## config.mk

```make
export PLATFORM = sky130hd
export DESIGN_NAME = decode_stage_hz_flat
export DESIGN_NICKNAME = d
export VERILOG_FILES = /design/src/rtl/decode_stage_hz_if.sv /design/src/rtl/decode_stage_hz.sv /design/src/flat_wrapper.sv
export SDC_FILE = /design/constraint.sdc
export NUM_CORES = 2
export LEC_CHECK = 0
export ABC_CLOCK_PERIOD_IN_PS = 4000
export BUFFER_PORTS_ARGS = -buffer_cell sky130_fd_sc_hd__buf_4
export CAP_MARGIN = 20
export CORE_MARGIN = 4
export CORE_UTILIZATION = 40
export DETAILED_ROUTE_END_ITERATION = 16
export MAX_ROUTING_LAYER = met4
export SETUP_SLACK_MARGIN = 0.2
export SYNTH_ARGS = -nofsm -noshare
export SYNTH_HDL_FRONTEND = slang
export SYNTH_SLANG_ARGS = --single-unit
```

## constraint.sdc

```tcl
create_clock -name clk -period 4 [get_ports clk]
set_input_delay 1 -clock clk [delete_from_list [all_inputs] [get_ports clk]]
set_output_delay 1 -clock clk [all_outputs]
set_load 0.02 [all_outputs]
```

## src/rtl/decode_stage_hz_if.sv

```systemverilog
// Bundle of decode-stage signals between the fetch/write-back side and the
// decode stage with its ID/EX register.
interface decode_stage_hz_if #(
   parameter int XLEN = 32
);
   logic [31:0]      InstrD;
   logic [XLEN-1:0]  PCD;
   logic [XLEN-1:0]  PCPlus4D;
   logic             ValidD;
   logic             StallD;
   logic             FlushE;
   logic             RegWriteW;
   logic [4:0]       RDW;
   logic [XLEN-1:0]  ResultW;

   logic             LoadUseD;
   logic             IllegalD;
   logic             ValidE;
   logic             RegWriteE;
   logic             ALUSrcE;
   logic             MemWriteE;
   logic             BranchE;
   logic             JumpE;
   logic [1:0]       ResultSrcE;
   logic [2:0]       ALUControlE;
   logic [XLEN-1:0]  RD1E;
   logic [XLEN-1:0]  RD2E;
   logic [XLEN-1:0]  ImmExtE;
   logic [XLEN-1:0]  PCE;
   logic [XLEN-1:0]  PCPlus4E;
   logic [4:0]       RS1E;
   logic [4:0]       RS2E;
   logic [4:0]       RDE;

   modport master (
      output InstrD, PCD, PCPlus4D, ValidD, StallD, FlushE,
             RegWriteW, RDW, ResultW,
      input  LoadUseD, IllegalD, ValidE, RegWriteE, ALUSrcE, MemWriteE,
             BranchE, JumpE, ResultSrcE, ALUControlE, RD1E, RD2E, ImmExtE,
             PCE, PCPlus4E, RS1E, RS2E, RDE
   );

   modport slave (
      input  InstrD, PCD, PCPlus4D, ValidD, StallD, FlushE,
             RegWriteW, RDW, ResultW,
      output LoadUseD, IllegalD, ValidE, RegWriteE, ALUSrcE, MemWriteE,
             BranchE, JumpE, ResultSrcE, ALUControlE, RD1E, RD2E, ImmExtE,
             PCE, PCPlus4E, RS1E, RS2E, RDE
   );
endinterface

```

## src/rtl/decode_stage_hz.sv

```systemverilog
// RV32I/RV32E decode stage: decoder, bypassed register file, immediate
// generation, load-use/illegal detection and the ID/EX pipeline register.
module decode_stage_hz #(
   parameter int XLEN = 32,
   parameter int NREG = 32
) (
   input  logic              clk,
   input  logic              rst,
   decode_stage_hz_if.slave  bus
);

   localparam int AW = $clog2(NREG);

   localparam logic [6:0] OP_LW = 7'b0000011;
   localparam logic [6:0] OP_SW = 7'b0100011;
   localparam logic [6:0] OP_R  = 7'b0110011;
   localparam logic [6:0] OP_I  = 7'b0010011;
   localparam logic [6:0] OP_B  = 7'b1100011;
   localparam logic [6:0] OP_J  = 7'b1101111;

   localparam logic [2:0] ALU_ADD = 3'b000;
   localparam logic [2:0] ALU_SUB = 3'b001;
   localparam logic [2:0] ALU_AND = 3'b010;
   localparam logic [2:0] ALU_OR  = 3'b011;
   localparam logic [2:0] ALU_SLT = 3'b101;

   typedef struct packed {
      logic            valid;
      logic            reg_write;
      logic            alu_src;
      logic            mem_write;
      logic            branch;
      logic            jump;
      logic [1:0]      result_src;
      logic [2:0]      alu_ctl;
      logic [XLEN-1:0] rd1;
      logic [XLEN-1:0] rd2;
      logic [XLEN-1:0] imm;
      logic [XLEN-1:0] pc;
      logic [XLEN-1:0] pc_plus4;
      logic [4:0]      rs1;
      logic [4:0]      rs2;
      logic [4:0]      rd;
   } idex_t;

   function automatic logic [XLEN-1:0] imm_i(input logic [31:0] ins);
      imm_i = {{(XLEN-12){ins[31]}}, ins[31:20]};
   endfunction

   function automatic logic [XLEN-1:0] imm_s(input logic [31:0] ins);
      imm_s = {{(XLEN-12){ins[31]}}, ins[31:25], ins[11:7]};
   endfunction

   function automatic logic [XLEN-1:0] imm_b(input logic [31:0] ins);
      imm_b = {{(XLEN-13){ins[31]}}, ins[31], ins[7], ins[30:25], ins[11:8], 1'b0};
   endfunction

   function automatic logic [XLEN-1:0] imm_j(input logic [31:0] ins);
      imm_j = {{(XLEN-21){ins[31]}}, ins[31], ins[19:12], ins[20], ins[30:21], 1'b0};
   endfunction

   function automatic logic [2:0] alu_op(input logic [2:0] f3,
                                         input logic       is_r,
                                         input logic       f7b5);
      case (f3)
         3'b000:  alu_op = (is_r && f7b5) ? ALU_SUB : ALU_ADD;
         3'b010:  alu_op = ALU_SLT;
         3'b110:  alu_op = ALU_OR;
         3'b111:  alu_op = ALU_AND;
         default: alu_op = ALU_ADD;
      endcase
   endfunction

   function automatic logic reg_ok(input logic [4:0] r);
      reg_ok = (int'({27'd0, r}) < NREG);
   endfunction

   logic [XLEN-1:0] rf_q [NREG];

   logic [6:0]      opcode_s;
   logic [4:0]      rd_s;
   logic [4:0]      rs1_s;
   logic [4:0]      rs2_s;
   logic [2:0]      funct3_s;
   logic            f7b5_s;

   logic            reg_write_s;
   logic            alu_src_s;
   logic            mem_write_s;
   logic            branch_s;
   logic            jump_s;
   logic [1:0]      result_src_s;
   logic [2:0]      alu_ctl_s;
   logic [XLEN-1:0] imm_sel_s;
   logic            known_s;
   logic            use_rs1_s;
   logic            use_rs2_s;
   logic            use_rd_s;
   logic            cmp_rs1_s;
   logic            cmp_rs2_s;

   logic            rf_we_s;
   logic [XLEN-1:0] rd1_s;
   logic [XLEN-1:0] rd2_s;
   logic            illegal_s;
   logic            load_use_s;

   idex_t           dec_s;
   idex_t           idex_d;
   idex_t           idex_q;

   assign opcode_s = bus.InstrD[6:0];
   assign rd_s     = bus.InstrD[11:7];
   assign funct3_s = bus.InstrD[14:12];
   assign rs1_s    = bus.InstrD[19:15];
   assign rs2_s    = bus.InstrD[24:20];
   assign f7b5_s   = bus.InstrD[30];

   assign rf_we_s = bus.RegWriteW && (bus.RDW != 5'd0) && reg_ok(bus.RDW);

   always_ff @(posedge clk or negedge rst) begin
      if (!rst) begin
         for (int i = 0; i < NREG; i++) begin
            rf_q[i] <= '0;
         end
      end else if (rf_we_s) begin
         rf_q[bus.RDW[AW-1:0]] <= bus.ResultW;
      end
   end

   // Same-cycle write-back is forwarded so decode never sees a stale value.
   function automatic logic [XLEN-1:0] rf_read(input logic [4:0] a);
      if (a == 5'd0) begin
         rf_read = '0;
      end else if (bus.RegWriteW && (bus.RDW == a)) begin
         rf_read = bus.ResultW;
      end else if (reg_ok(a)) begin
         rf_read = rf_q[a[AW-1:0]];
      end else begin
         rf_read = '0;
      end
   endfunction

   always_comb begin
      rd1_s = rf_read(rs1_s);
      rd2_s = rf_read(rs2_s);
   end

   always_comb begin
      reg_write_s  = 1'b0;
      alu_src_s    = 1'b0;
      mem_write_s  = 1'b0;
      branch_s     = 1'b0;
      jump_s       = 1'b0;
      result_src_s = 2'b00;
      alu_ctl_s    = ALU_ADD;
      imm_sel_s    = '0;
      known_s      = 1'b0;
      use_rs1_s    = 1'b0;
      use_rs2_s    = 1'b0;
      use_rd_s     = 1'b0;
      case (opcode_s)
         OP_LW: begin
            reg_write_s  = 1'b1;
            alu_src_s    = 1'b1;
            result_src_s = 2'b01;
            imm_sel_s    = imm_i(bus.InstrD);
            known_s      = 1'b1;
            use_rs1_s    = 1'b1;
            use_rd_s     = 1'b1;
         end
         OP_SW: begin
            alu_src_s    = 1'b1;
            mem_write_s  = 1'b1;
            imm_sel_s    = imm_s(bus.InstrD);
            known_s      = 1'b1;
            use_rs1_s    = 1'b1;
            use_rs2_s    = 1'b1;
         end
         OP_R: begin
            reg_write_s  = 1'b1;
            alu_ctl_s    = alu_op(funct3_s, 1'b1, f7b5_s);
            known_s      = 1'b1;
            use_rs1_s    = 1'b1;
            use_rs2_s    = 1'b1;
            use_rd_s     = 1'b1;
         end
         OP_I: begin
            reg_write_s  = 1'b1;
            alu_src_s    = 1'b1;
            alu_ctl_s    = alu_op(funct3_s, 1'b0, f7b5_s);
            imm_sel_s    = imm_i(bus.InstrD);
            known_s      = 1'b1;
            use_rs1_s    = 1'b1;
            use_rd_s     = 1'b1;
         end
         OP_B: begin
            branch_s     = 1'b1;
            alu_ctl_s    = ALU_SUB;
            imm_sel_s    = imm_b(bus.InstrD);
            known_s      = 1'b1;
            use_rs1_s    = 1'b1;
            use_rs2_s    = 1'b1;
         end
         OP_J: begin
            reg_write_s  = 1'b1;
            jump_s       = 1'b1;
            result_src_s = 2'b10;
            imm_sel_s    = imm_j(bus.InstrD);
            known_s      = 1'b1;
            use_rd_s     = 1'b1;
         end
         default: begin
            known_s      = 1'b0;
         end
      endcase
   end

   assign illegal_s = bus.ValidD &&
                      (!known_s ||
                       (use_rs1_s && !reg_ok(rs1_s)) ||
                       (use_rs2_s && !reg_ok(rs2_s)) ||
                       (use_rd_s  && !reg_ok(rd_s)));

   // rs1 compare deliberately covers every opcode except jal, even unknown ones.
   assign cmp_rs1_s = (opcode_s != OP_J);
   assign cmp_rs2_s = (opcode_s == OP_R) || (opcode_s == OP_SW) || (opcode_s == OP_B);

   assign load_use_s = idex_q.valid && (idex_q.result_src == 2'b01) &&
                       (idex_q.rd != 5'd0) && bus.ValidD &&
                       ((cmp_rs1_s && (rs1_s == idex_q.rd)) ||
                        (cmp_rs2_s && (rs2_s == idex_q.rd)));

   always_comb begin
      dec_s            = '0;
      dec_s.valid      = 1'b1;
      dec_s.reg_write  = reg_write_s;
      dec_s.alu_src    = alu_src_s;
      dec_s.mem_write  = mem_write_s;
      dec_s.branch     = branch_s;
      dec_s.jump       = jump_s;
      dec_s.result_src = result_src_s;
      dec_s.alu_ctl    = alu_ctl_s;
      dec_s.rd1        = rd1_s;
      dec_s.rd2        = rd2_s;
      dec_s.imm        = imm_sel_s;
      dec_s.pc         = bus.PCD;
      dec_s.pc_plus4   = bus.PCPlus4D;
      dec_s.rs1        = use_rs1_s ? rs1_s : 5'd0;
      dec_s.rs2        = use_rs2_s ? rs2_s : 5'd0;
      dec_s.rd         = use_rd_s  ? rd_s  : 5'd0;
   end

   // Flush outranks stall so a killed instruction never lingers in EX.
   always_comb begin
      if (bus.FlushE) begin
         idex_d = '0;
      end else if (bus.StallD) begin
         idex_d = idex_q;
      end else if (load_use_s || !bus.ValidD || illegal_s) begin
         idex_d = '0;
      end else begin
         idex_d = dec_s;
      end
   end

   always_ff @(posedge clk or negedge rst) begin
      if (!rst) begin
         idex_q <= '0;
      end else begin
         idex_q <= idex_d;
      end
   end

   assign bus.LoadUseD    = load_use_s;
   assign bus.IllegalD    = illegal_s;
   assign bus.ValidE      = idex_q.valid;
   assign bus.RegWriteE   = idex_q.reg_write;
   assign bus.ALUSrcE     = idex_q.alu_src;
   assign bus.MemWriteE   = idex_q.mem_write;
   assign bus.BranchE     = idex_q.branch;
   assign bus.JumpE       = idex_q.jump;
   assign bus.ResultSrcE  = idex_q.result_src;
   assign bus.ALUControlE = idex_q.alu_ctl;
   assign bus.RD1E        = idex_q.rd1;
   assign bus.RD2E        = idex_q.rd2;
   assign bus.ImmExtE     = idex_q.imm;
   assign bus.PCE         = idex_q.pc;
   assign bus.PCPlus4E    = idex_q.pc_plus4;
   assign bus.RS1E        = idex_q.rs1;
   assign bus.RS2E        = idex_q.rs2;
   assign bus.RDE         = idex_q.rd;

endmodule

```

## src/flat_wrapper.sv

```systemverilog
// flat-port wrapper written by rule: the top's interface ports become plain ports
module decode_stage_hz_flat 
#(
   parameter int XLEN = 32,
   parameter int NREG = 32
)
  (clk, rst, bus_InstrD, bus_PCD, bus_PCPlus4D, bus_ValidD, bus_StallD, bus_FlushE, bus_RegWriteW, bus_RDW, bus_ResultW, bus_LoadUseD, bus_IllegalD, bus_ValidE, bus_RegWriteE, bus_ALUSrcE, bus_MemWriteE, bus_BranchE, bus_JumpE, bus_ResultSrcE, bus_ALUControlE, bus_RD1E, bus_RD2E, bus_ImmExtE, bus_PCE, bus_PCPlus4E, bus_RS1E, bus_RS2E, bus_RDE);
  decode_stage_hz_if #(.XLEN(XLEN)) bus_i ();
  input  logic clk;
  input  logic rst;
  input wire logic [$bits(bus_i.InstrD)-1:0] bus_InstrD;
  input wire logic [$bits(bus_i.PCD)-1:0] bus_PCD;
  input wire logic [$bits(bus_i.PCPlus4D)-1:0] bus_PCPlus4D;
  input wire logic [$bits(bus_i.ValidD)-1:0] bus_ValidD;
  input wire logic [$bits(bus_i.StallD)-1:0] bus_StallD;
  input wire logic [$bits(bus_i.FlushE)-1:0] bus_FlushE;
  input wire logic [$bits(bus_i.RegWriteW)-1:0] bus_RegWriteW;
  input wire logic [$bits(bus_i.RDW)-1:0] bus_RDW;
  input wire logic [$bits(bus_i.ResultW)-1:0] bus_ResultW;
  output wire logic [$bits(bus_i.LoadUseD)-1:0] bus_LoadUseD;
  output wire logic [$bits(bus_i.IllegalD)-1:0] bus_IllegalD;
  output wire logic [$bits(bus_i.ValidE)-1:0] bus_ValidE;
  output wire logic [$bits(bus_i.RegWriteE)-1:0] bus_RegWriteE;
  output wire logic [$bits(bus_i.ALUSrcE)-1:0] bus_ALUSrcE;
  output wire logic [$bits(bus_i.MemWriteE)-1:0] bus_MemWriteE;
  output wire logic [$bits(bus_i.BranchE)-1:0] bus_BranchE;
  output wire logic [$bits(bus_i.JumpE)-1:0] bus_JumpE;
  output wire logic [$bits(bus_i.ResultSrcE)-1:0] bus_ResultSrcE;
  output wire logic [$bits(bus_i.ALUControlE)-1:0] bus_ALUControlE;
  output wire logic [$bits(bus_i.RD1E)-1:0] bus_RD1E;
  output wire logic [$bits(bus_i.RD2E)-1:0] bus_RD2E;
  output wire logic [$bits(bus_i.ImmExtE)-1:0] bus_ImmExtE;
  output wire logic [$bits(bus_i.PCE)-1:0] bus_PCE;
  output wire logic [$bits(bus_i.PCPlus4E)-1:0] bus_PCPlus4E;
  output wire logic [$bits(bus_i.RS1E)-1:0] bus_RS1E;
  output wire logic [$bits(bus_i.RS2E)-1:0] bus_RS2E;
  output wire logic [$bits(bus_i.RDE)-1:0] bus_RDE;
  assign bus_i.InstrD = bus_InstrD;
  assign bus_i.PCD = bus_PCD;
  assign bus_i.PCPlus4D = bus_PCPlus4D;
  assign bus_i.ValidD = bus_ValidD;
  assign bus_i.StallD = bus_StallD;
  assign bus_i.FlushE = bus_FlushE;
  assign bus_i.RegWriteW = bus_RegWriteW;
  assign bus_i.RDW = bus_RDW;
  assign bus_i.ResultW = bus_ResultW;
  assign bus_LoadUseD = bus_i.LoadUseD;
  assign bus_IllegalD = bus_i.IllegalD;
  assign bus_ValidE = bus_i.ValidE;
  assign bus_RegWriteE = bus_i.RegWriteE;
  assign bus_ALUSrcE = bus_i.ALUSrcE;
  assign bus_MemWriteE = bus_i.MemWriteE;
  assign bus_BranchE = bus_i.BranchE;
  assign bus_JumpE = bus_i.JumpE;
  assign bus_ResultSrcE = bus_i.ResultSrcE;
  assign bus_ALUControlE = bus_i.ALUControlE;
  assign bus_RD1E = bus_i.RD1E;
  assign bus_RD2E = bus_i.RD2E;
  assign bus_ImmExtE = bus_i.ImmExtE;
  assign bus_PCE = bus_i.PCE;
  assign bus_PCPlus4E = bus_i.PCPlus4E;
  assign bus_RS1E = bus_i.RS1E;
  assign bus_RS2E = bus_i.RS2E;
  assign bus_RDE = bus_i.RDE;
  decode_stage_hz #(.XLEN(XLEN), .NREG(NREG)) u_core (.clk(clk), .rst(rst), .bus(bus_i));
endmodule
```

==> results by group <==
Run status
  – Status: finished clean

Timing
  – Max Slew Vio Count: 0
  – Min Tclk post-route: 3.54 ns
  – Fin Clk Skew: 0.0303 ns
  – Endpoints failing hold: 0
  – Max Fclk: 282 MHz
  – Slew headroom: 27.4%
  – Final TNS setup: 0 ns
  – Final setup vio count: 0
  – RSZ-0062 raised after global routing: false
  – Slew @ Worst Pin: 1.09 ns
  – Final period utilization: 88.6%
  – Fin worst setup slack: 0.455 ns

Clock tree
  – CTS max path bufs: 3
  – TritonCTS clock tree: yes
  – Cts bufs inserted: 138
  – Resize count post-CTS: 0
  – Clock latency on the worst-skew pair: 0.81 ns
  – Post-CTS Hold Fix Bufs: 0
  – Clock-pin slew on the worst setup and hold paths: 0.05 ns
  – Root Buffer: clkbuf_16
  – CTS sink cnt: 1198
  – Postcts setup bufs: 0
  – H-tree level count: 4

Pwr
  – Power share of the clock group: 37.4%
  – Net Sw Power: 9260 uW
  – Leakage power total: 0.0312 uW
  – Pwr dens: 483 mW/mm2
  – Comb power frac: 17.4%
  – Flop pwr share: 45.3%
  – Worst vdd ir: 0.000466 V
  – Switching part of the total: 27.0%
  – P_int: 25100 uW

Layout
  – Nets: 4598
  – Fraction of layout cells with a size suffix above 1: 48.1%
  – Sequential cell area: 0.0300 mm2
  – Final Non-Filler Cells: 6607
  – Finished Cell Area: 0.0710 mm2
  – Multi-input logic area: 0.0293 mm2
  – Area grow syn2layout: 16.2%
  – FILL cells: 13300

Global routing
  – Gr ovfl total: 0
  – First-pass GRT wire length: 310 mm
  – Gr usage total: 27.6%
  – Vias in the first global route: 42400
  – Largest net degree at the start of global routing: 134
  – Antenna violations before repair: 13

Setup path
  – Worst path depth: 7
  – Critical path's top delay family: simple AND/OR/NAND/NOR gates
  – Reg-to-reg endpoint: u_core.bus.BranchE$_DFFE_PN0P_
  – CP Launch Type: primary input
  – Worst path max stage delay: 0.38 ns
  – Worst path cell trace: buf_4 > nand4bb_1 > a211o_1 > nor4_2 > o21ai_4 > inv_2 > buf_4
  – Slowest-stage cell, CP: a211o_1
  – Crit Path Class: in -> out
  – R2R setup slack: 1.16 ns
  – Reg2reg start: u_core.bus.RDE[1]$_DFFE_PN0P_
  – Required time worst endpoint: 3.00 ns
  – Worst Reg2Reg Path Length in Cells: 9
  – Critical path data arrival time: 2.54 ns
  – Critical Path Fanout Max: 5
  – CP startpoint: bus_InstrD[3]
  – Setup crit end kind: output pin
  – Buf/Inv on CP: 3
  – Most used cell, CP: buf_4

Placed design
  – Final HPWL DP: 131 mm
  – Dpl ws: 0.378 ns
  – Final GP Congestion: 0.853
  – PortBufs: 326
  – Dpl cell area: 0.0664 mm2
  – Dpl cells: 6349

Floorplanning
  – # rows: 143
  – Core area: 0.152 mm2
  – Die height: 399 um
  – Die Wd: 399 um
  – Die area: 0.159 mm2
  – I/O Pins: 327
  – Starting Density: 40.2%

Synth
  – Ys flop type: dfrtp_1
  – Synth warn: 0
  – Syn Std Cell Area: 0.0611 mm2
  – Synth Area per Inst: 14.2 um2
  – Synth Register Bits: 1198
  – Synth Instances: 4300
  – Synth unique cells: 56
  – Post-synthesis sequential area ratio: 49.1%
  – Number of synthesized flops with an enable pin: 0
  – Ys async rst share: 100%
  – Post-synth net total: 4439

Detailed routing
  – DRT antenna net count: 0
  – DRC Markers: 0
  – Final wirelength: 216 mm
  – Routed wire per std cell: 32.7 um
  – 1st-pass router iterations: 5
  – Vias: 41800
  – Via-to-Cell Ratio: 6.33
  – First DRT Iteration DRCs: 4120

Job
  – Max cap viols: 0

Min path
  – Worst hold path type: in -> async
[Yosys cell counts, types with 64 or more instances]
library cell	n	share of area, %
mux2_2	994	18
a22oi_1	128	1.6
nand2_1	112	0.69
mux4_2	384	14
dfrtp_1	1198	49
clkbuf_1	313	1.9
mux2i_1	250	4.1
buf_2	109	0.89
a22o_1	147	2.1
a21oi_1	71	0.58
a211oi_1	64	0.79
o22ai_1	65	0.67
[cell families (layout without fill, tap and decap cells)]
group | count (synthesis) | after routing | synth area share, %
XOR/XNOR | 20 | 20 | 0.287
buffers and inverters | 503 | 767 | 3.47
other | 0 | 13 | 0
AND/OR/NAND/NOR | 240 | 240 | 1.99
AO/OA/AOI/OAI | 705 | 705 | 8.53
multiplexers | 1634 | 1634 | 36.7
flip-flops | 1198 | 1198 | 49.1
[routing by layer]
metal / track usage, % / vias to the layer above / wire length [um]
met5: - / - / 0
met3: 5.91 / 515 / 17500
met1: 34.9 / 22500 / 86500
li1: - / 16900 / -
met4: 11.7 / 0 / 10200
met2: 43.2 / 1921 / 102000
[cell type report]
class                   instances  share of cell area, %
clock inverters                40                  0.731
clock buffers                 205                   5.67
diodes                         13                 0.0458
flip-flops and latches       1198                   42.2
multi-input cells            2599                   41.3
well taps                    2030                   3.58
repair buffers                517                   6.46
inverters                       5                 0.0264
[worst max path at each step]
| stage | end | slack [ns] |
|---|---|---|
| global route | bus_LoadUseD | 0.28 |
| global placement | u_core.bus.BranchE$_DFFE_PN0P_ | 0.34 |
| detailed placement | u_core.bus.BranchE$_DFFE_PN0P_ | 0.38 |
| floorplan | bus_LoadUseD | 0.60 |
| CTS | bus_LoadUseD | 0.36 |
| finish | bus_LoadUseD | 0.46 |
[state kept, by name, summed over array words and instances (netlist names)]
register and count:
u_core.bus.ValidE 1, u_core.bus.RD2E 32, u_core.bus.RegWriteE 1, u_core.bus.MemWriteE 1
u_core.bus.RD1E 32, u_core.bus.ALUSrcE 1, u_core.bus.ResultSrcE 2, u_core.bus.BranchE 1
u_core.bus.RDE 5, u_core.bus.RS2E 5, u_core.bus.ImmExtE 21, u_core.bus.ALUControlE 3
u_core.bus.PCE 32, u_core.bus.RS1E 5, u_core.bus.PCPlus4E 32, u_core.rf_q 1024
[power groups by stage]
stage	Clock [uW]	Sequential (uW)	Combinational, uW
floorplan	0	15200	4450
global placement	0	15500	5840
detailed placement	0	15700	5950
CTS	13000	15500	5980
global route	13500	15700	6400
finish	12800	15500	5960
[cell usage in the layout, fill, tap and decap left out, types with 54 or more instances in the layout]
| cell | instances |
|---|---|
| dfrtp_1 | 1198 |
| mux2_2 | 994 |
| buf_4 | 458 |
| mux4_2 | 384 |
| mux2i_1 | 250 |
| a22o_1 | 147 |
| clkbuf_16 | 139 |
| a22oi_1 | 128 |
| nand2_1 | 98 |
| a21oi_1 | 71 |
| o22ai_1 | 65 |
| a211oi_1 | 64 |
| o221ai_1 | 63 |
| o21ai_0 | 56 |
| buf_12 | 54 |
[metrics by stage]
stage          util [%]  hold WS (ns)  power [uW]
2_1_floorplan         -         0.441       19700
3_3_place_gp       43.7         0.377       21400
3_5_place_dp       43.7         0.384       21600
4_1_cts            46.7         0.132       34500
5_1_grt            46.7         0.165       35700
6_report           46.7         0.157       34300
Note: power is estimated with default switching activity, not from simulation.
